## src/rtl/ppu_timing_ctrl.sv

```systemverilog
// ppu_timing_ctrl
// Scanline/dot scheduler for the PPU. It walks the dot (lx) and line (ly)
// counters, derives the PPU mode, raises the VBlank and STAT interrupt
// requests, and grants CPU access to VRAM/OAM according to the mode.
//
// Ports:
//   clk, reset_n   system clock, asynchronous active-low reset
//   lcd_ena        LCDC bit 7; low holds the timing at line 0, dot 0
//   lyc            LY compare value
//   stat_ie        STAT enables {lyc, oam, vblank, hblank}
//   draw_done      fetcher pulse: last pixel of the line has been pushed
//   draw_start     one-cycle pulse on the first mode-3 cycle
//   ly, lx         current line and dot
//   mode           0=HBlank, 1=VBlank, 2=OAM scan, 3=draw
//   stat_out       STAT register view {1, stat_ie, ly_eq, mode}
//   irq_vblank     one-cycle VBlank interrupt request
//   irq_stat       one-cycle STAT interrupt request
//   cpu_vram_ok    CPU may access VRAM
//   cpu_oam_ok     CPU may access OAM
//
// mode        | meaning
// ------------+--------------------------------------------------
// MODE_OAM    | lx < OAM_DOTS on a visible line, OAM scan
// MODE_DRAW   | drawing flag set, pixel fetcher owns VRAM and OAM
// MODE_HBLANK | rest of a visible line, or LCD off / in reset
// MODE_VBLANK | ly >= VISIBLE_LINES
module ppu_timing_ctrl #(
   parameter int DOTS_PER_LINE   = 456,
   parameter int LINES_PER_FRAME = 154,
   parameter int VISIBLE_LINES   = 144,
   parameter int OAM_DOTS        = 80,
   parameter int MAX_DRAW        = 289
) (
   input  logic       clk,
   input  logic       reset_n,
   input  logic       lcd_ena,
   input  logic [7:0] lyc,
   input  logic [3:0] stat_ie,
   input  logic       draw_done,
   output logic       draw_start,
   output logic [7:0] ly,
   output logic [8:0] lx,
   output logic [1:0] mode,
   output logic [7:0] stat_out,
   output logic       irq_vblank,
   output logic       irq_stat,
   output logic       cpu_vram_ok,
   output logic       cpu_oam_ok
);

   typedef enum logic [1:0] {
      MODE_HBLANK = 2'd0,
      MODE_VBLANK = 2'd1,
      MODE_OAM    = 2'd2,
      MODE_DRAW   = 2'd3
   } mode_t;

   localparam logic [8:0] LX_LAST      = 9'(DOTS_PER_LINE - 1);
   localparam logic [8:0] LX_OAM_LAST  = 9'(OAM_DOTS - 1);
   localparam logic [8:0] LX_OAM       = 9'(OAM_DOTS);
   localparam logic [8:0] LX_DRAW_LAST = 9'(OAM_DOTS + MAX_DRAW - 1);
   localparam logic [7:0] LY_LAST      = 8'(LINES_PER_FRAME - 1);
   localparam logic [7:0] LY_VIS       = 8'(VISIBLE_LINES);
   localparam logic [7:0] LY_VIS_PREV  = 8'(VISIBLE_LINES - 1);

   logic  drawing;
   logic  stat_line_q;
   logic  stat_line;
   logic  ly_eq;
   logic  line_wrap;
   logic  draw_set;
   logic  draw_clr;
   mode_t mode_c;

   assign line_wrap = (lx == LX_LAST);
   assign draw_set  = (lx == LX_OAM_LAST) && (ly < LY_VIS);
   // draw_done only matters while drawing, which keeps it ignored outside mode 3
   assign draw_clr  = (drawing && draw_done) || (lx == LX_DRAW_LAST) || line_wrap;
   assign ly_eq     = (ly == lyc);

   // Counters sit at 0,0 while disabled or in reset, so mode is gated here
   // to read HBlank rather than OAM scan in those states.
   always_comb begin
      mode_c = MODE_HBLANK;
      if (lcd_ena && reset_n) begin
         if (ly >= LY_VIS)
            mode_c = MODE_VBLANK;
         else if (lx < LX_OAM)
            mode_c = MODE_OAM;
         else if (drawing)
            mode_c = MODE_DRAW;
         else
            mode_c = MODE_HBLANK;
      end
   end

   assign mode      = mode_c;
   assign stat_line = lcd_ena & ((stat_ie[0] & (mode_c == MODE_HBLANK)) |
                                 (stat_ie[1] & (mode_c == MODE_VBLANK)) |
                                 (stat_ie[2] & (mode_c == MODE_OAM))    |
                                 (stat_ie[3] & ly_eq));
   assign stat_out    = {1'b1, stat_ie, ly_eq, mode_c};
   assign cpu_vram_ok = (mode_c != MODE_DRAW);
   assign cpu_oam_ok  = (mode_c == MODE_HBLANK) || (mode_c == MODE_VBLANK);

   always_ff @(posedge clk or negedge reset_n) begin
      if (!reset_n) begin
         lx          <= '0;
         ly          <= '0;
         drawing     <= 1'b0;
         stat_line_q <= 1'b0;
         draw_start  <= 1'b0;
         irq_vblank  <= 1'b0;
         irq_stat    <= 1'b0;
      end else if (!lcd_ena) begin
         lx          <= '0;
         ly          <= '0;
         drawing     <= 1'b0;
         stat_line_q <= 1'b0;
         draw_start  <= 1'b0;
         irq_vblank  <= 1'b0;
         irq_stat    <= 1'b0;
      end else begin
         if (line_wrap) begin
            lx <= '0;
            ly <= (ly == LY_LAST) ? 8'd0 : ly + 8'd1;
         end else begin
            lx <= lx + 9'd1;
         end
         // set has priority over any coincident clear
         drawing     <= draw_set | (drawing & ~draw_clr);
         draw_start  <= draw_set;
         irq_vblank  <= line_wrap && (ly == LY_VIS_PREV);
         // rising-edge detect gives STAT blocking across source changes
         irq_stat    <= stat_line & ~stat_line_q;
         stat_line_q <= stat_line;
      end
   end

endmodule

```

## config.mk

```make
export PLATFORM = sky130hd
export DESIGN_NAME = ppu_timing_ctrl
export DESIGN_NICKNAME = d
export VERILOG_FILES = /design/src/rtl/ppu_timing_ctrl.sv
export SDC_FILE = /design/constraint.sdc
export NUM_CORES = 1
export LEC_CHECK = 0
export ABC_AREA = 1
export CAP_MARGIN = 10
export CORE_MARGIN = 4
export CORE_UTILIZATION = 49
export CTS_CLUSTER_DIAMETER = 30
export DETAILED_ROUTE_END_ITERATION = 7
export DONT_BUFFER_PORTS = 1
export HOLD_SLACK_MARGIN = 0.12
export SYNTH_ARGS = -nofsm -noshare
export SYNTH_HDL_FRONTEND = slang
export SYNTH_SLANG_ARGS = --single-unit
```

## constraint.sdc

```tcl
create_clock -name clk -period 1.9 [get_ports clk]
set_input_delay 0.19 -clock clk [delete_from_list [all_inputs] [get_ports clk]]
set_output_delay 0.19 -clock clk [all_outputs]
set_load 0.01 [all_outputs]
```

=== Word-level counts from Yosys, hierarchy flattened ===
Index checks and enable logic that the tools add are counted.

* Output and inout bits: 32
* Input bits: 16
* Word-level logic and storage cells: 57
* Flip-flop bits (word level): 22

* Order comparisons: 3
* Eq/ne operators: 10
* Reductions and logical operators: 8
* Add/sub/neg operators: 2
* Bitwise logic cells: 13
* Mux-type cells: 14

{| class="wikitable"
|+ Operator list
! kind !! number
|-
| 8-bit two-way mux || 3
|-
| 9-bit == test, second input constant || 2
|-
| 9-bit two-way mux || 2
|-
| 8-bit == test, second input constant || 2
|-
| 9-bit by 1-bit adder with 9-bit output, second input constant || 1
|-
| 9-bit by 7-bit == test with 1-bit output, second input constant || 1
|-
| 9-bit by 7-bit less-than comparator with 1-bit output, second input constant || 1
|-
| 8-bit by 1-bit adder with 8-bit output, second input constant || 1
|-
| 8-bit == test || 1
|-
| 8-bit greater-or-equal comparator, second input constant || 1
|-
| 8-bit less-than comparator, second input constant || 1
|-
| 2-bit two-way mux || 4
|-
| 1-bit bitwise AND || 7
|-
| 1-bit two-way mux || 5
|-
| 1-bit logical AND || 4
|-
| 1-bit bitwise OR || 4
|-
| 1-bit logical OR || 3
|-
| 2-bit by 1-bit == test with 1-bit output, second input constant || 1
|-
| 2-bit == test, second input constant || 1
|-
| 2-bit zero test || 1
|-
| 2-bit by 1-bit inequality test with 1-bit output, second input constant || 1
|-
| 2-bit inequality test, second input constant || 1
|-
| 1-bit inverter || 2
|}

=== Logic depth before layout (Yosys ltp) ===
* Word-level depth: 12
* Gate-level depth with buffers: 11
* Depth with buffers taken out: 11

=== Worst setup path after synthesis ===
OpenSTA, ideal clock, no wires.

* Path kind: reg-to-reg
* Start point: register lx[0]
* End point: register ly[2]
* Path buffers: 0
* Cell stages (with the launch flop): 10
* Library setup time: 0.121 ns
* Setup slack: 0.438 ns
* Required time: 1.779 ns
* Arrival time: 1.341 ns
* Cell sequence: dfrtp_1 -> ha_1 -> nand2_1 -> nor2_1 -> nand4_2 -> inv_2 -> nor2_8 -> inv_6 -> a21oi_1 -> a21oi_1

* Longest elaborated chain between the ends: 2

{| class="wikitable"
|+ Ends and longest elaborated chain
! item !! line !! RTL
|-
| start: declaration || 42 || <nowiki>output logic [8:0] lx,</nowiki>
|-
| start signal: assignment || 128 || <nowiki>lx <= lx + 9'd1;</nowiki>
|-
| 9-bit == test || 75 || <nowiki>assign line_wrap = (lx == LX_LAST);</nowiki>
|-
| 2-bit by 1-bit inequality test with 1-bit output (no line) || n/a ||
|-
| end signal: assignment || 126 || <nowiki>ly <= (ly == LY_LAST) ? 8'd0 : ly + 8'd1;</nowiki>
|-
| end: declaration || 41 || <nowiki>output logic [7:0] ly,</nowiki>
|}

No other way between the ends.
A chain may end at the register's enable or synchronous reset.

=== Worst setup path after layout ===
* Start point: register ly[0]
* End point: output stat_out[2]

* Longest elaborated chain between the ends: 1

{| class="wikitable"
|+ Ends and longest elaborated chain
! item !! line !! RTL
|-
| 8-bit == test || 79 || <nowiki>assign ly_eq = (ly == lyc);</nowiki>
|-
| end: declaration || 44 || <nowiki>output logic [7:0] stat_out,</nowiki>
|}

No other way between the ends.

==> flow_summary_export.csv <==
group,metric,value,unit
cts,path_clk_slew,0.12,ns
worst_setup_path,critPathCaptureType,"primary output",
detailed_routing,highest_layer,"met4",
logic_synthesis,ys_ff_latch,22,
power,vdd_drop_max,0.5739,mV
detailed_routing,via_count,1172,
cts,cts_tree,"yes",
detailed_routing,ant_nets,0,
sta,rsz0062_at_grt,"no",
logic_synthesis,synth-adder-area-share,4.367,%
logic_synthesis,synth-xor-area-share,4.891,%
floorplan,boundaryPins,48,
logic_synthesis,ys.warnings.count,0,
sta,tns,0,ns
logic_synthesis,synth_top_area_share,38.43,%
floorplan,core,2781,um2
global_routing,grt_pass1_vias,1135,
global_routing,antenna_found_initial,0,
detailed_routing,drt_pass1_iterations,4,
detailed_routing,finalWirelength,3.089,mm
detailed_routing,first_iter_violations,76,
global_routing,grt_max_degree,23,
logic_synthesis,yosys.area.top_type,"dfrtp_1",
placed_design,place_congestion,0.8035,
logic_synthesis,muxShareOfSynthArea,0,%
logic_synthesis,syn-cell-area,1433,um2
floorplan,dieArea,3853,um2
cts,cts.sinks,22,
cts,clk_latency,0.31,ns
detailed_routing,wl_met2,1.411,mm
finish,drive_above_1_share,12.77,%
cts,cts_buffers,3,
logic_synthesis,synth-simple-area-share,29.96,%
worst_setup_path,path_cells,"inv_1, nand2_1, nand4_1, nor4_1, buf_4",
power,p_clk_share,27.2,%
logic_synthesis,synthTopCellsByArea,"dfrtp_1 38%, nand2_1 9.4%, inv_1 6.6%",
worst_setup_path,crit_required,1.71,ns
cts,cts_root_buf,"clkbuf_4",
logic_synthesis,synth_top_family_by_area,"simple AND/OR/NAND/NOR gates",
sta,fin_crit_sh,89.89,%
logic_synthesis,synthCells,188,
worst_hold_path,min_path_type,"input pin to flip-flop",
sta,final_hold_viol_count,0,
cts,post_cts_buffers,0,
finish,areaGrowthSynthToFinish,3.581,%
finish,antennaDiodeCount,0,
sta,maxSlewHeadroom,32.60,%
run,max-cap-violations,0,
logic_synthesis,syn_area_per_cell,7.620,um2
power,p_sw,0.1966,mW
cts,htreeDepth,1,
detailed_routing,drc,0,
logic_synthesis,synthDistinctLibCells,31,
floorplan,start_util,51.51,%
logic_synthesis,synth-seq-area-share,38.43,%
logic_synthesis,syn_nets,209,
global_routing,grt_use_total,18.05,%
sta,finClkSkew,0.009520,ns
sta,tightest_slew,1.008,ns
floorplan,die_w,62.07,um
global_routing,grt_pass1_wl,5.085,mm
worst_setup_path,critical_path.slowest_cell,"dfrtp_2",
detailed_routing,drt-met1-wl,1.369,mm
sta,finalMaxSlewViolations,0,
power,p_int,0.5764,mW
sta,fmax,585.5,MHz
detailed_routing,routedWlPerCell,14.11,um
power,powerDensity,520.9,nW/um2
detailed_routing,vias_per_cell,5.352,
outcome,outcome,"complete, no violations",
placed_design,dpl.hpwl,2.329,mm
global_routing,gr-total-overflow,0,
floorplan,num_rows,19,
power,swShare,25.43,%
finish,fill_cells,281,
worst_setup_path,criticalPathCategory,"flip-flop to primary output",
worst_setup_path,cp_max_fo,6,
sta,fin_ws,0.1920,ns
logic_synthesis,synth_compound_area_share,9.956,%
worst_setup_path,cp-start-kind,"flip-flop",
sta,period_minus_slack,1.708,ns
worst_setup_path,max_stage_delay,0.46,ns
cts,clockBufferDepth,2,
placed_design,port_buffers,0,
finish,finalNetCount,211,
detailed_routing,dr_wl_met3,290,um
floorplan,die_h,62.07,um
power,seqPwrFrac,62.8,%
worst_setup_path,critPathArrivalTime,1.52,ns
power,share_comb_of_total_power,10.0,%
sta,setup_viol,0,
placed_design,place_ws,0.2466,ns
power,leakagePower,0.6802,nW
==> flip-flops by register name, summed over array words and instances, names as in the netlist <==
signal	flops
irq_vblank	1
irq_stat	1
draw_start	1
stat_line_q	1
lx	9
drawing	1
ly	8
==> power groups by stage <==
| stage | sequential [mW] | combinational (mW) | clock, mW |
|---|---|---|---|
| final | 0.486 | 0.0774 | 0.210 |
| after global routing | 0.488 | 0.0897 | 0.238 |
| after CTS | 0.486 | 0.0796 | 0.221 |
| after detailed placement | 0.495 | 0.0630 | 0 |
| after global placement | 0.495 | 0.0618 | 0 |
| after floorplan | 0.494 | 0.0644 | 0 |
==> worst paths after layout <==
check | startpoint | endpoint | cells after the start | slack [ns]
setup / recovery | ly[0]$_DFFE_PN0P_ | stat_out[2] | 5 | 0.19
hold / removal | stat_ie[0] | irq_stat$_DFF_PN0_ | 6 | 0.19
setup reg to reg | lx[0]$_DFF_PN0_ | ly[2]$_DFFE_PN0P_ | 9 | 0.24
hold reg to reg | stat_line_q$_DFF_PN0_ | irq_stat$_DFF_PN0_ | 1 | 0.42
max in group asynchronous | reset_n | ly[0]$_DFFE_PN0P_ | 1 | 0.73
min in group asynchronous | reset_n | stat_line_q$_DFF_PN0_ | 1 | 0.49
==> metal layers <==
| metal | up-vias | global-route usage, % |
|---|---|---|
| li1 | 595 | - |
| met1 | 533 | 24.16 |
| met5 | - | 0 |
| met2 | 42 | 29.59 |
| met3 | 2 | 4.339 |
| met4 | 0 | 3.939 |
==> worst max-delay path, delay by kind of cell, from the launching register on <==
family	cells	cell delay, ns
and+or+nand+nor	3	0.49
DFF	1	0.46
buffers and inverters	2	0.28
==> logic make-up (layout without fill, tap and decap cells) <==
family,count (synthesis),count (layout)
simple gates,89,89
compound gates,26,26
fa+ha+maj,5,5
buf+inv,37,37
other cells,1,1
xor+xnor,8,8
flops,22,22
==> what timing repair did <==
item / 4_1_cts / 5_1_grt
hold endpoints to repair: 27 / 0
endpoints found under the setup margin: 0 / 1
gates resized for setup: 0 / 4
hold buffers: 3 / 0
==> synthesized netlist by cell type, drive strengths merged <==
| master | count |
|---|---|
| nand3 | 8 |
| nand2 | 39 |
| nor3 | 4 |
| nor3b | 1 |
| a31oi | 1 |
| ha | 5 |
| dfrtp | 22 |
| a21oi | 9 |
| nor2 | 27 |
| nand3b | 1 |
| nor4 | 5 |
| o22ai | 2 |
| o21a | 1 |
| o31ai | 1 |
| xnor2 | 6 |
| xor2 | 2 |
| buf | 8 |
| inv | 29 |
| conb | 1 |
| o21ai | 12 |
| nand4 | 4 |
==> per-stage QoR <==
| step | hold WS (ns) | area (um2) | power [mW] | cells | utilization (%) |
|---|---|---|---|---|---|
| after floorplan | -0.1056 | 1433 | 0.5579 | 188 | - |
| after global placement | -0.1050 | 1426 | 0.5568 | 213 | 51.28 |
| after detailed placement | -0.1051 | 1426 | 0.5582 | 213 | 51.28 |
| after CTS | 0.1890 | 1479 | 0.7862 | 219 | 53.17 |
| after global routing | 0.2008 | 1484 | 0.8152 | 219 | 53.35 |
| final | 0.1913 | 1484 | 0.7730 | 219 | 53.35 |
==> cell type report <==
| class | count | area (um2) | share of cell area [%] |
|---|---|---|---|
| Multi-Input combinational cell | 129 | 708.2 | 47.72 |
| Tap cell | 31 | 38.79 | 2.614 |
| Clock buffer | 3 | 22.52 | 1.518 |
| Sequential cell | 22 | 555.5 | 37.44 |
| Timing Repair Buffer | 5 | 45.04 | 3.035 |
| Inverter | 29 | 113.9 | 7.673 |
==> layout by cell type, fill, tap and decap left out, types with 2 or more instances in the layout <==
master         instances
nor2_1                22
dfrtp_1               18
ha_1                   5
dfrtp_2                4
xnor2_1                6
nand3_1                8
o21ai_0                5
xor2_1                 2
dlygate4sd3_1          3
nand4_1                3
o21ai_1                6
nand2_2                3
inv_1                 25
buf_4                  2
a21oi_1                9
clkbuf_4               3
nand2_1               36
nor4_1                 5
nor2_2                 3
nor3_1                 3
o22ai_1                2
inv_2                  3
Power figures use the tool's default switching activity.
